<file path="src/rtl/remove_header_if.sv">
// AXI-Stream in/out bundle plus status for the header-strip stage.
// slave = the stripping block, master = the upstream/downstream side driving it.
interface remove_header_if #(
    parameter int DW = 128
);
    logic [DW-1:0]   axis_in_tdata;
    logic [DW/8-1:0] axis_in_tkeep;
    logic            axis_in_tlast;
    logic            axis_in_tvalid;
    logic            axis_in_tready;

    logic [DW-1:0]   axis_out_tdata;
    logic [DW/8-1:0] axis_out_tkeep;
    logic            axis_out_tlast;
    logic            axis_out_tvalid;
    logic            axis_out_tready;

    logic            pkt_done;
    logic            err_len;
    logic [31:0]     pkt_count;
    logic [15:0]     err_count;

    modport slave (
        input  axis_in_tdata, axis_in_tkeep, axis_in_tlast, axis_in_tvalid,
        output axis_in_tready,
        output axis_out_tdata, axis_out_tkeep, axis_out_tlast, axis_out_tvalid,
        input  axis_out_tready,
        output pkt_done, err_len, pkt_count, err_count
    );

    modport master (
        output axis_in_tdata, axis_in_tkeep, axis_in_tlast, axis_in_tvalid,
        input  axis_in_tready,
        input  axis_out_tdata, axis_out_tkeep, axis_out_tlast, axis_out_tvalid,
        output axis_out_tready,
        input  pkt_done, err_len, pkt_count, err_count
    );
endinterface

</file>
<file path="src/rtl/remove_header.sv">
// Strips a one-beat length header from each AXI-Stream packet, forwards payload via a 1-deep register.
// Latency 1 cycle; input stalls only in PAYLOAD when the output register is full and not draining.
module remove_header #(
    parameter int DW = 128
) (
    input  logic           clk,
    input  logic           resetn,
    remove_header_if.slave bus
);
    localparam int KW  = DW / 8;
    localparam int PCW = $clog2(KW + 1);

    typedef enum logic {
        S_HEADER  = 1'b0,
        S_PAYLOAD = 1'b1
    } state_t;

    state_t          r_state;
    state_t          w_state_nxt;
    logic [1:0]      r_rst_sync;
    logic            w_rst_n;

    logic [15:0]     r_hdr_len;
    logic [16:0]     r_acc;
    logic [PCW-1:0]  w_popcnt;
    logic [17:0]     w_sum;
    logic [16:0]     w_final;
    logic            w_len_ok;

    logic            w_in_rdy;
    logic            w_hdr_acc;
    logic            w_pay_acc;
    logic            w_pkt_end;
    logic            w_err;

    logic [DW-1:0]   r_out_dat;
    logic [KW-1:0]   r_out_keep;
    logic            r_out_last;
    logic            r_out_vld;
    logic            r_pkt_done;
    logic            r_err_len;
    logic [31:0]     r_pkt_count;
    logic [15:0]     r_err_count;

    // Assert asynchronously, release on the clock so every flop leaves reset in the same cycle.
    always_ff @(posedge clk or negedge resetn) begin
        if (!resetn) r_rst_sync <= 2'b00;
        else         r_rst_sync <= {r_rst_sync[0], 1'b1};
    end
    assign w_rst_n = r_rst_sync[1];

    always_comb begin
        w_popcnt = '0;
        for (int i = 0; i < KW; i++) begin
            w_popcnt = w_popcnt + PCW'(bus.axis_in_tkeep[i]);
        end
    end

    // Saturated 0x1FFFF can never equal a 16-bit declared length, so it always flags.
    assign w_sum    = {1'b0, r_acc} + 18'(w_popcnt);
    assign w_final  = w_sum[17] ? 17'h1FFFF : w_sum[16:0];
    assign w_len_ok = (w_final == {1'b0, r_hdr_len});

    always_comb begin
        w_state_nxt = r_state;
        w_in_rdy    = 1'b0;
        w_hdr_acc   = 1'b0;
        w_pay_acc   = 1'b0;
        w_pkt_end   = 1'b0;
        w_err       = 1'b0;
        case (r_state)
            S_HEADER: begin
                w_in_rdy = w_rst_n;
                if (bus.axis_in_tvalid && w_in_rdy) begin
                    w_hdr_acc = 1'b1;
                    if (bus.axis_in_tlast) w_err = 1'b1;
                    else                   w_state_nxt = S_PAYLOAD;
                end
            end
            S_PAYLOAD: begin
                w_in_rdy = !r_out_vld || bus.axis_out_tready;
                if (bus.axis_in_tvalid && w_in_rdy) begin
                    w_pay_acc = 1'b1;
                    if (bus.axis_in_tlast) begin
                        w_pkt_end   = 1'b1;
                        w_err       = !w_len_ok;
                        w_state_nxt = S_HEADER;
                    end
                end
            end
            default: w_state_nxt = S_HEADER;
        endcase
    end

    always_ff @(posedge clk or negedge w_rst_n) begin
        if (!w_rst_n) begin
            r_state   <= S_HEADER;
            r_hdr_len <= '0;
            r_acc     <= '0;
        end else begin
            r_state <= w_state_nxt;
            if (w_hdr_acc) begin
                r_hdr_len <= bus.axis_in_tdata[15:0];
                r_acc     <= '0;
            end else if (w_pay_acc) begin
                r_acc <= w_final;
            end
        end
    end

    always_ff @(posedge clk or negedge w_rst_n) begin
        if (!w_rst_n) begin
            r_out_dat  <= '0;
            r_out_keep <= '0;
            r_out_last <= 1'b0;
            r_out_vld  <= 1'b0;
        end else if (w_pay_acc) begin
            r_out_dat  <= bus.axis_in_tdata;
            r_out_keep <= bus.axis_in_tkeep;
            r_out_last <= bus.axis_in_tlast;
            r_out_vld  <= 1'b1;
        end else if (bus.axis_out_tready) begin
            r_out_vld  <= 1'b0;
        end
    end

    always_ff @(posedge clk or negedge w_rst_n) begin
        if (!w_rst_n) begin
            r_pkt_done  <= 1'b0;
            r_err_len   <= 1'b0;
            r_pkt_count <= '0;
            r_err_count <= '0;
        end else begin
            r_pkt_done <= w_pkt_end;
            r_err_len  <= w_err;
            if (w_pkt_end)                        r_pkt_count <= r_pkt_count + 32'd1;
            if (w_err && r_err_count != 16'hFFFF) r_err_count <= r_err_count + 16'd1;
        end
    end

    assign bus.axis_in_tready  = w_in_rdy;
    assign bus.axis_out_tdata  = r_out_dat;
    assign bus.axis_out_tkeep  = r_out_keep;
    assign bus.axis_out_tlast  = r_out_last;
    assign bus.axis_out_tvalid = r_out_vld;
    assign bus.pkt_done        = r_pkt_done;
    assign bus.err_len         = r_err_len;
    assign bus.pkt_count       = r_pkt_count;
    assign bus.err_count       = r_err_count;
endmodule

</file>
<file path="src/flat_wrapper.sv">
// flat-port wrapper written by rule: the top's interface ports become plain ports
module remove_header_flat 
#(
    parameter int DW = 128
)
  (clk, resetn, bus_axis_in_tdata, bus_axis_in_tkeep, bus_axis_in_tlast, bus_axis_in_tvalid, bus_axis_in_tready, bus_axis_out_tdata, bus_axis_out_tkeep, bus_axis_out_tlast, bus_axis_out_tvalid, bus_axis_out_tready, bus_pkt_done, bus_err_len, bus_pkt_count, bus_err_count);
  remove_header_if #(.DW(DW)) bus_i ();
  input  logic clk;
  input  logic resetn;
  input wire logic [$bits(bus_i.axis_in_tdata)-1:0] bus_axis_in_tdata;
  input wire logic [$bits(bus_i.axis_in_tkeep)-1:0] bus_axis_in_tkeep;
  input wire logic [$bits(bus_i.axis_in_tlast)-1:0] bus_axis_in_tlast;
  input wire logic [$bits(bus_i.axis_in_tvalid)-1:0] bus_axis_in_tvalid;
  output wire logic [$bits(bus_i.axis_in_tready)-1:0] bus_axis_in_tready;
  output wire logic [$bits(bus_i.axis_out_tdata)-1:0] bus_axis_out_tdata;
  output wire logic [$bits(bus_i.axis_out_tkeep)-1:0] bus_axis_out_tkeep;
  output wire logic [$bits(bus_i.axis_out_tlast)-1:0] bus_axis_out_tlast;
  output wire logic [$bits(bus_i.axis_out_tvalid)-1:0] bus_axis_out_tvalid;
  input wire logic [$bits(bus_i.axis_out_tready)-1:0] bus_axis_out_tready;
  output wire logic [$bits(bus_i.pkt_done)-1:0] bus_pkt_done;
  output wire logic [$bits(bus_i.err_len)-1:0] bus_err_len;
  output wire logic [$bits(bus_i.pkt_count)-1:0] bus_pkt_count;
  output wire logic [$bits(bus_i.err_count)-1:0] bus_err_count;
  assign bus_i.axis_in_tdata = bus_axis_in_tdata;
  assign bus_i.axis_in_tkeep = bus_axis_in_tkeep;
  assign bus_i.axis_in_tlast = bus_axis_in_tlast;
  assign bus_i.axis_in_tvalid = bus_axis_in_tvalid;
  assign bus_axis_in_tready = bus_i.axis_in_tready;
  assign bus_axis_out_tdata = bus_i.axis_out_tdata;
  assign bus_axis_out_tkeep = bus_i.axis_out_tkeep;
  assign bus_axis_out_tlast = bus_i.axis_out_tlast;
  assign bus_axis_out_tvalid = bus_i.axis_out_tvalid;
  assign bus_i.axis_out_tready = bus_axis_out_tready;
  assign bus_pkt_done = bus_i.pkt_done;
  assign bus_err_len = bus_i.err_len;
  assign bus_pkt_count = bus_i.pkt_count;
  assign bus_err_count = bus_i.err_count;
  remove_header #(.DW(DW)) u_core (.clk(clk), .resetn(resetn), .bus(bus_i));
endmodule
</file>
<file path="config.mk">
export PLATFORM = sky130hd
export DESIGN_NAME = remove_header_flat
export DESIGN_NICKNAME = d
export VERILOG_FILES = /design/src/rtl/remove_header_if.sv /design/src/rtl/remove_header.sv /design/src/flat_wrapper.sv
export SDC_FILE = /design/constraint.sdc
export NUM_CORES = 1
export LEC_CHECK = 0
export CAP_MARGIN = 25
export CORE_ASPECT_RATIO = 0.6
export CORE_UTILIZATION = 42
export DETAILED_ROUTE_END_ITERATION = 12
export PLACE_DENSITY = 0.77
export SLEW_MARGIN = 30
export SYNTH_ARGS = -nofsm -noshare
export SYNTH_HDL_FRONTEND = slang
export SYNTH_SLANG_ARGS = --single-unit
export TNS_END_PERCENT = 100
</file>
<file path="constraint.sdc">
create_clock -name clk -period 8.3 [get_ports clk]
set_input_delay 2.075 -clock clk [delete_from_list [all_inputs] [get_ports clk]]
set_output_delay 2.075 -clock clk [all_outputs]
set_load 0.05 [all_outputs]
</file>
==> summary by stage <==
Global route
The first-pass GRT wire length is 45,680 um. The global-route usage over all layers is 0.2283. The number of antenna violations at the first check in global routing came to 1. The largest net degree at the start of global routing is 95. The via count of the first global-routing pass is 8,479. The sum of overflow across all layers after global routing is 0.

Critical path
The critical path is of the in2reg type. The worst register-to-register path ends at u_core.bus.pkt_count[28]. Of all nets on the critical path, the largest fanout is 10. The data required time of the worst path is 8.68 ns. The setup slack of the most critical reg-to-reg path is 4.87 ns. Counting cells, the worst reg-to-reg path comes to 10.

In this run the critical register-to-register path is launched from u_core.bus.axis_out_tvalid. On the worst path, the slowest cell contributes a delay of about 0.53 ns. The library cell contributing the largest single delay on the critical path is sky130_fd_sc_hd__fa_1.

The most common cell type on the critical path is sky130_fd_sc_hd__fa_1. The category of the worst setup path launch point is an input port. The element type at the critical path end is a register. The capture point of the critical path is u_core.bus.err_count[1]. Walking the worst path, the cells encountered are clkdlybuf4s50_1, ha_1, inv_1, fa_1, fa_1, fa_1, fa_1, fa_1, fa_2, inv_1, fa_1, a21oi_2, o2bb2ai_4, nand2_2, nor2_4, xnor2_1, a2111oi_0, o2111ai_1, o31ai_4, buf_12, nor2_2, mux2_4.

The critical path runs through a total of 22 cells. Data on the critical path arrives at its endpoint at 8.43 ns. In this run the worst setup path begins at bus_axis_in_tkeep[0].

The cell family contributing the most delay on the critical path is adder cells. The buffering stage count on the worst path with inverters included is 4.

Placed design
The count of input and output buffers is 345. The wire-length estimate of the detail-placed layout is roughly 22,000 um. The instance area after placement is about 14,000 um2. The congestion estimate from routability-driven global placement came to between 0.9 and 1.

Logic synthesis
The biggest area contributor in the post-synthesis netlist is sky130_fd_sc_hd__dfrtp_1. Yosys mapped a number of flops with a built-in enable equal to 0. The part of the Yosys area used for sequential elements is 0.5577.

For this run, the leading register cell type out of synthesis is sky130_fd_sc_hd__dfrtp_1. The net count after synthesis is between 1,000 and 1,500. The share of the synthesized area in the top cell type is 0.5577.

The Yosys step of the flow raised 0 warnings. The number of instances in the synthesized netlist is ~1,100. The number of flip-flops and latches in the synthesized netlist is between 200 and 250. Ranked by total cell area, the synthesized netlist is headed by sky130_fd_sc_hd__dfrtp_1, sky130_fd_sc_hd__nand2_1, sky130_fd_sc_hd__xnor2_1.

The async set-or-reset flop fraction in the synthesized netlist is 1.000. The post-synthesis instance area is 10,410 um2. The average cell area after synthesis is 9.237 um2. By count the netlist is led by sky130_fd_sc_hd__nand2_1, sky130_fd_sc_hd__dfrtp_1, sky130_fd_sc_hd__xnor2_1, sky130_fd_sc_hd__clkbuf_1, sky130_fd_sc_hd__nor2_1. The number of different library cells in the post-synthesis netlist is 63. sky130_fd_sc_hd__nand2_1 is the most common cell in the netlist.

Detailed routing
After detailed routing, the average wire length per cell comes to 16.24 um. Summed over all layers, the routed wires come to 29,600 um. For this block, the via count after detailed routing is 9,027. For this run, the detailed router's first-pass iteration total came to 5. In this run the remaining antenna-violating nets after routing total 0. The routed via count divided by cell count is 4.954.

For this run, design rule violations remaining after detail routing come to 0. The starting DRC count in detailed routing is 634.

CTS
The clock net in this run drives a total of 232 sinks. The buffer cell driving the clock tree root is sky130_fd_sc_hd__clkbuf_16. For the worst-skew pair, the clock arrives at the later sink with an insertion delay of 0.50 ns. The number of levels the H-tree was split into is 1. Hold repair after CTS inserted 0 buffers. TritonCTS built the clock tree. The number of clock buffers added by TritonCTS is 22. The longest clock path from root to sink contains 3 buffers. Clock-pin slew was measured on the worst setup and hold paths at 0.07 ns.

Floorplanning
The die boundary width is 205.2 um. In this run the count of I/O pins placed on the die edge is 346. The initialized floorplan defines 44 standard-cell rows. The region available for standard cell placement spans 24,280 um2. The area of the die is 25,440 um2. The die is 124.0 um tall. The initial core utilization is 0.4288.

STA
The portion of the clock cycle consumed by the worst path in the final layout is 0.9695. The aggregate negative setup slack is 0 ns. Clock skew on the completed layout was measured at 0.006736 ns. The routed design could run at a clock period as short as 8.047 ns. The max-slew headroom at the worst pin is 0.3718. The measured slew at the worst slew-check pin is 0.9422 ns. The highest achievable clock rate is between 100 and 150 MHz. The final number of max-transition violations is 0.

Setup repair after global routing left no endpoint under its margin. The number of failing setup endpoints in the final timing report is 0. The hold violation count in the final report is 0.

Power
The proportion of total power due to net switching is 0.4351. Of the total power, combinational logic draws 0.497. The internal power contribution is 2.999 mW. Dividing total power by cell area gives a power density of 349.0 nW/um2. For this design the static power due to leakage is about 7.2 nW. The share of total power dissipated in the clock network is 0.195. The worst-case IR drop observed on VDD is 0.2365 mV.

The portion of total power attributed to sequential cells is 0.308. The analysis attributes to net switching a power of 2.310 mW.

Outcome
The flow ran to the end, and the final reports show no timing, DRC or antenna violations.

Layout
Across the whole layout, storage elements account for a little under 6000 um2. The repair_antennas step left the layout with diodes totalling 0. After filler insertion, the fill cell instance count of the layout stands at ~2,000.

Summing all non-filler instances in the final layout gives an area of between 15,000 and 20,000 um2. The ratio of cells with drive above 1 in the final layout is 0.08067. The area of combinational cells with multiple inputs is between 4000 and 5000 um2. After the last flow step, the layout net total stands at 1,656. Relative to the synthesized area, the layout overhead comes to 46.14%.

Job
Across the run, the number of max-cap violations was 0.

Min path
The classification of the worst-slack hold path is reg2reg.
cell type report:
cell class / instances / share of cell area
Tap cell: 322 / 0.02648
Inverter: 30 / 0.007402
Clock inverter: 10 / 0.007320
Multi-Input combinational cell: 811 / 0.2845
Sequential cell: 232 / 0.3819
Clock buffer: 30 / 0.04153
Timing Repair Buffer: 387 / 0.2509
placed cells by master (no fill, tap or decap), types with 12 or more instances in the layout:
cell	Yosys	routed
sky130_fd_sc_hd__nand2_1	492	492
sky130_fd_sc_hd__clkdlybuf4s50_1	0	345
sky130_fd_sc_hd__dfrtp_1	232	231
sky130_fd_sc_hd__buf_4	3	38
sky130_fd_sc_hd__xnor2_1	35	35
sky130_fd_sc_hd__nor2_1	32	31
sky130_fd_sc_hd__inv_1	30	30
sky130_fd_sc_hd__xor2_1	26	26
sky130_fd_sc_hd__nand3_1	26	24
sky130_fd_sc_hd__a21oi_1	25	24
sky130_fd_sc_hd__o21ai_0	23	23
sky130_fd_sc_hd__clkbuf_16	0	23
sky130_fd_sc_hd__and3_1	18	17
sky130_fd_sc_hd__nand4_1	12	12
sky130_fd_sc_hd__ha_1	12	12
logic make-up (layout without fill, tap and decap cells):
| kind of cell | count (synthesis) | after routing | share of synthesized area |
|---|---|---|---|
| adders and majority gates | 23 | 23 | 0.03558 |
| AOI/OAI and AO/OA | 95 | 95 | 0.06190 |
| other | 1 | 1 | 0.0003602 |
| DFF | 232 | 232 | 0.5577 |
| and+or+nand+nor | 625 | 625 | 0.2525 |
| buffers and inverters | 84 | 457 | 0.03353 |
| xor gates and xnor gates | 61 | 61 | 0.05132 |
| muxes | 6 | 6 | 0.007091 |
metrics by stage:
stage                     std cells  total power, mW  utilization  hold slack, ns  setup slack [ns]
after CTS                      1821            5.274       0.6240          0.3514            0.2116
after global routing           1822            5.580       0.6266          0.3666          0.004076
after global placement         1780            4.182       0.5922          0.3350           -0.2092
final                          1822            5.309       0.6266          0.3478            0.2528
after floorplan                1127            3.210            -          0.3311            0.4155
after detailed placement       1781            4.217       0.5934          0.3358           -0.3167
worst min-delay path by stage:
| stage | startpoint | end | slack, ns | cells after the start |
|---|---|---|---|---|
| after floorplan | u_core.r_rst_sync[0] | u_core.r_rst_sync[1] | 0.33 | 0 |
| after global placement | u_core.r_rst_sync[0] | u_core.r_rst_sync[1] | 0.34 | 0 |
| after detailed placement | u_core.r_rst_sync[0] | u_core.r_rst_sync[1] | 0.34 | 0 |
| after CTS | u_core.r_rst_sync[0] | u_core.r_rst_sync[1] | 0.35 | 0 |
| final | u_core.r_rst_sync[0] | u_core.r_rst_sync[1] | 0.35 | 0 |
| after global routing | u_core.r_rst_sync[0] | u_core.r_rst_sync[1] | 0.37 | 0 |
worst register-to-register path, stage by stage, from the launching register on:
cell and delay [ns]:
sky130_fd_sc_hd__dfrtp_1 0.38, sky130_fd_sc_hd__nand2b_1 0.20, sky130_fd_sc_hd__and3_4 0.54, sky130_fd_sc_hd__nand2_1 0.27, sky130_fd_sc_hd__inv_1 0.22, sky130_fd_sc_hd__nand4_1 0.29
sky130_fd_sc_hd__nor2_1 0.42, sky130_fd_sc_hd__nand4_1 0.16, sky130_fd_sc_hd__or3_1 0.42, sky130_fd_sc_hd__or2_2 0.30, sky130_fd_sc_hd__xnor2_1 0.12
per-layer routing:
layer | part of all wire | track usage | vias to the layer above
met2 | 0.41 | 0.3123 | 312
met5 | 0.00044 | 0 | -
met4 | 0.0064 | 0.02778 | 2
li1 | - | - | 4325
met3 | 0.095 | 0.07640 | 21
met1 | 0.49 | 0.3536 | 4367
power groups by stage:
stage	combinational [mW]	sequential, mW	clock, mW
finish	2.64	1.64	1.04
global route	2.80	1.67	1.11
CTS	2.58	1.63	1.06
detailed placement	2.57	1.65	0
global placement	2.55	1.63	0
floorplan	0.735	2.48	0
repair_timing:
| action | 4_1_cts | 5_1_grt |
|---|---|---|
| resized for setup | 0 | 9 |
| setup endpoints to repair | 0 | 15 |
| buffers inserted | 0 | 1 |
state kept, by name (all words and copies together), names as in the netlist:
register	count
u_core.bus.axis_out_tlast	1
u_core.r_rst_sync	2
u_core.bus.axis_out_tdata	128
u_core.bus.axis_out_tkeep	16
u_core.r_acc	17
u_core.bus.err_len	1
u_core.r_state	1
u_core.bus.pkt_done	1
u_core.bus.axis_out_tvalid	1
u_core.bus.pkt_count	32
u_core.bus.err_count	16
u_core.r_hdr_len	16
No activity file was read; power rests on OpenSTA's default activity.
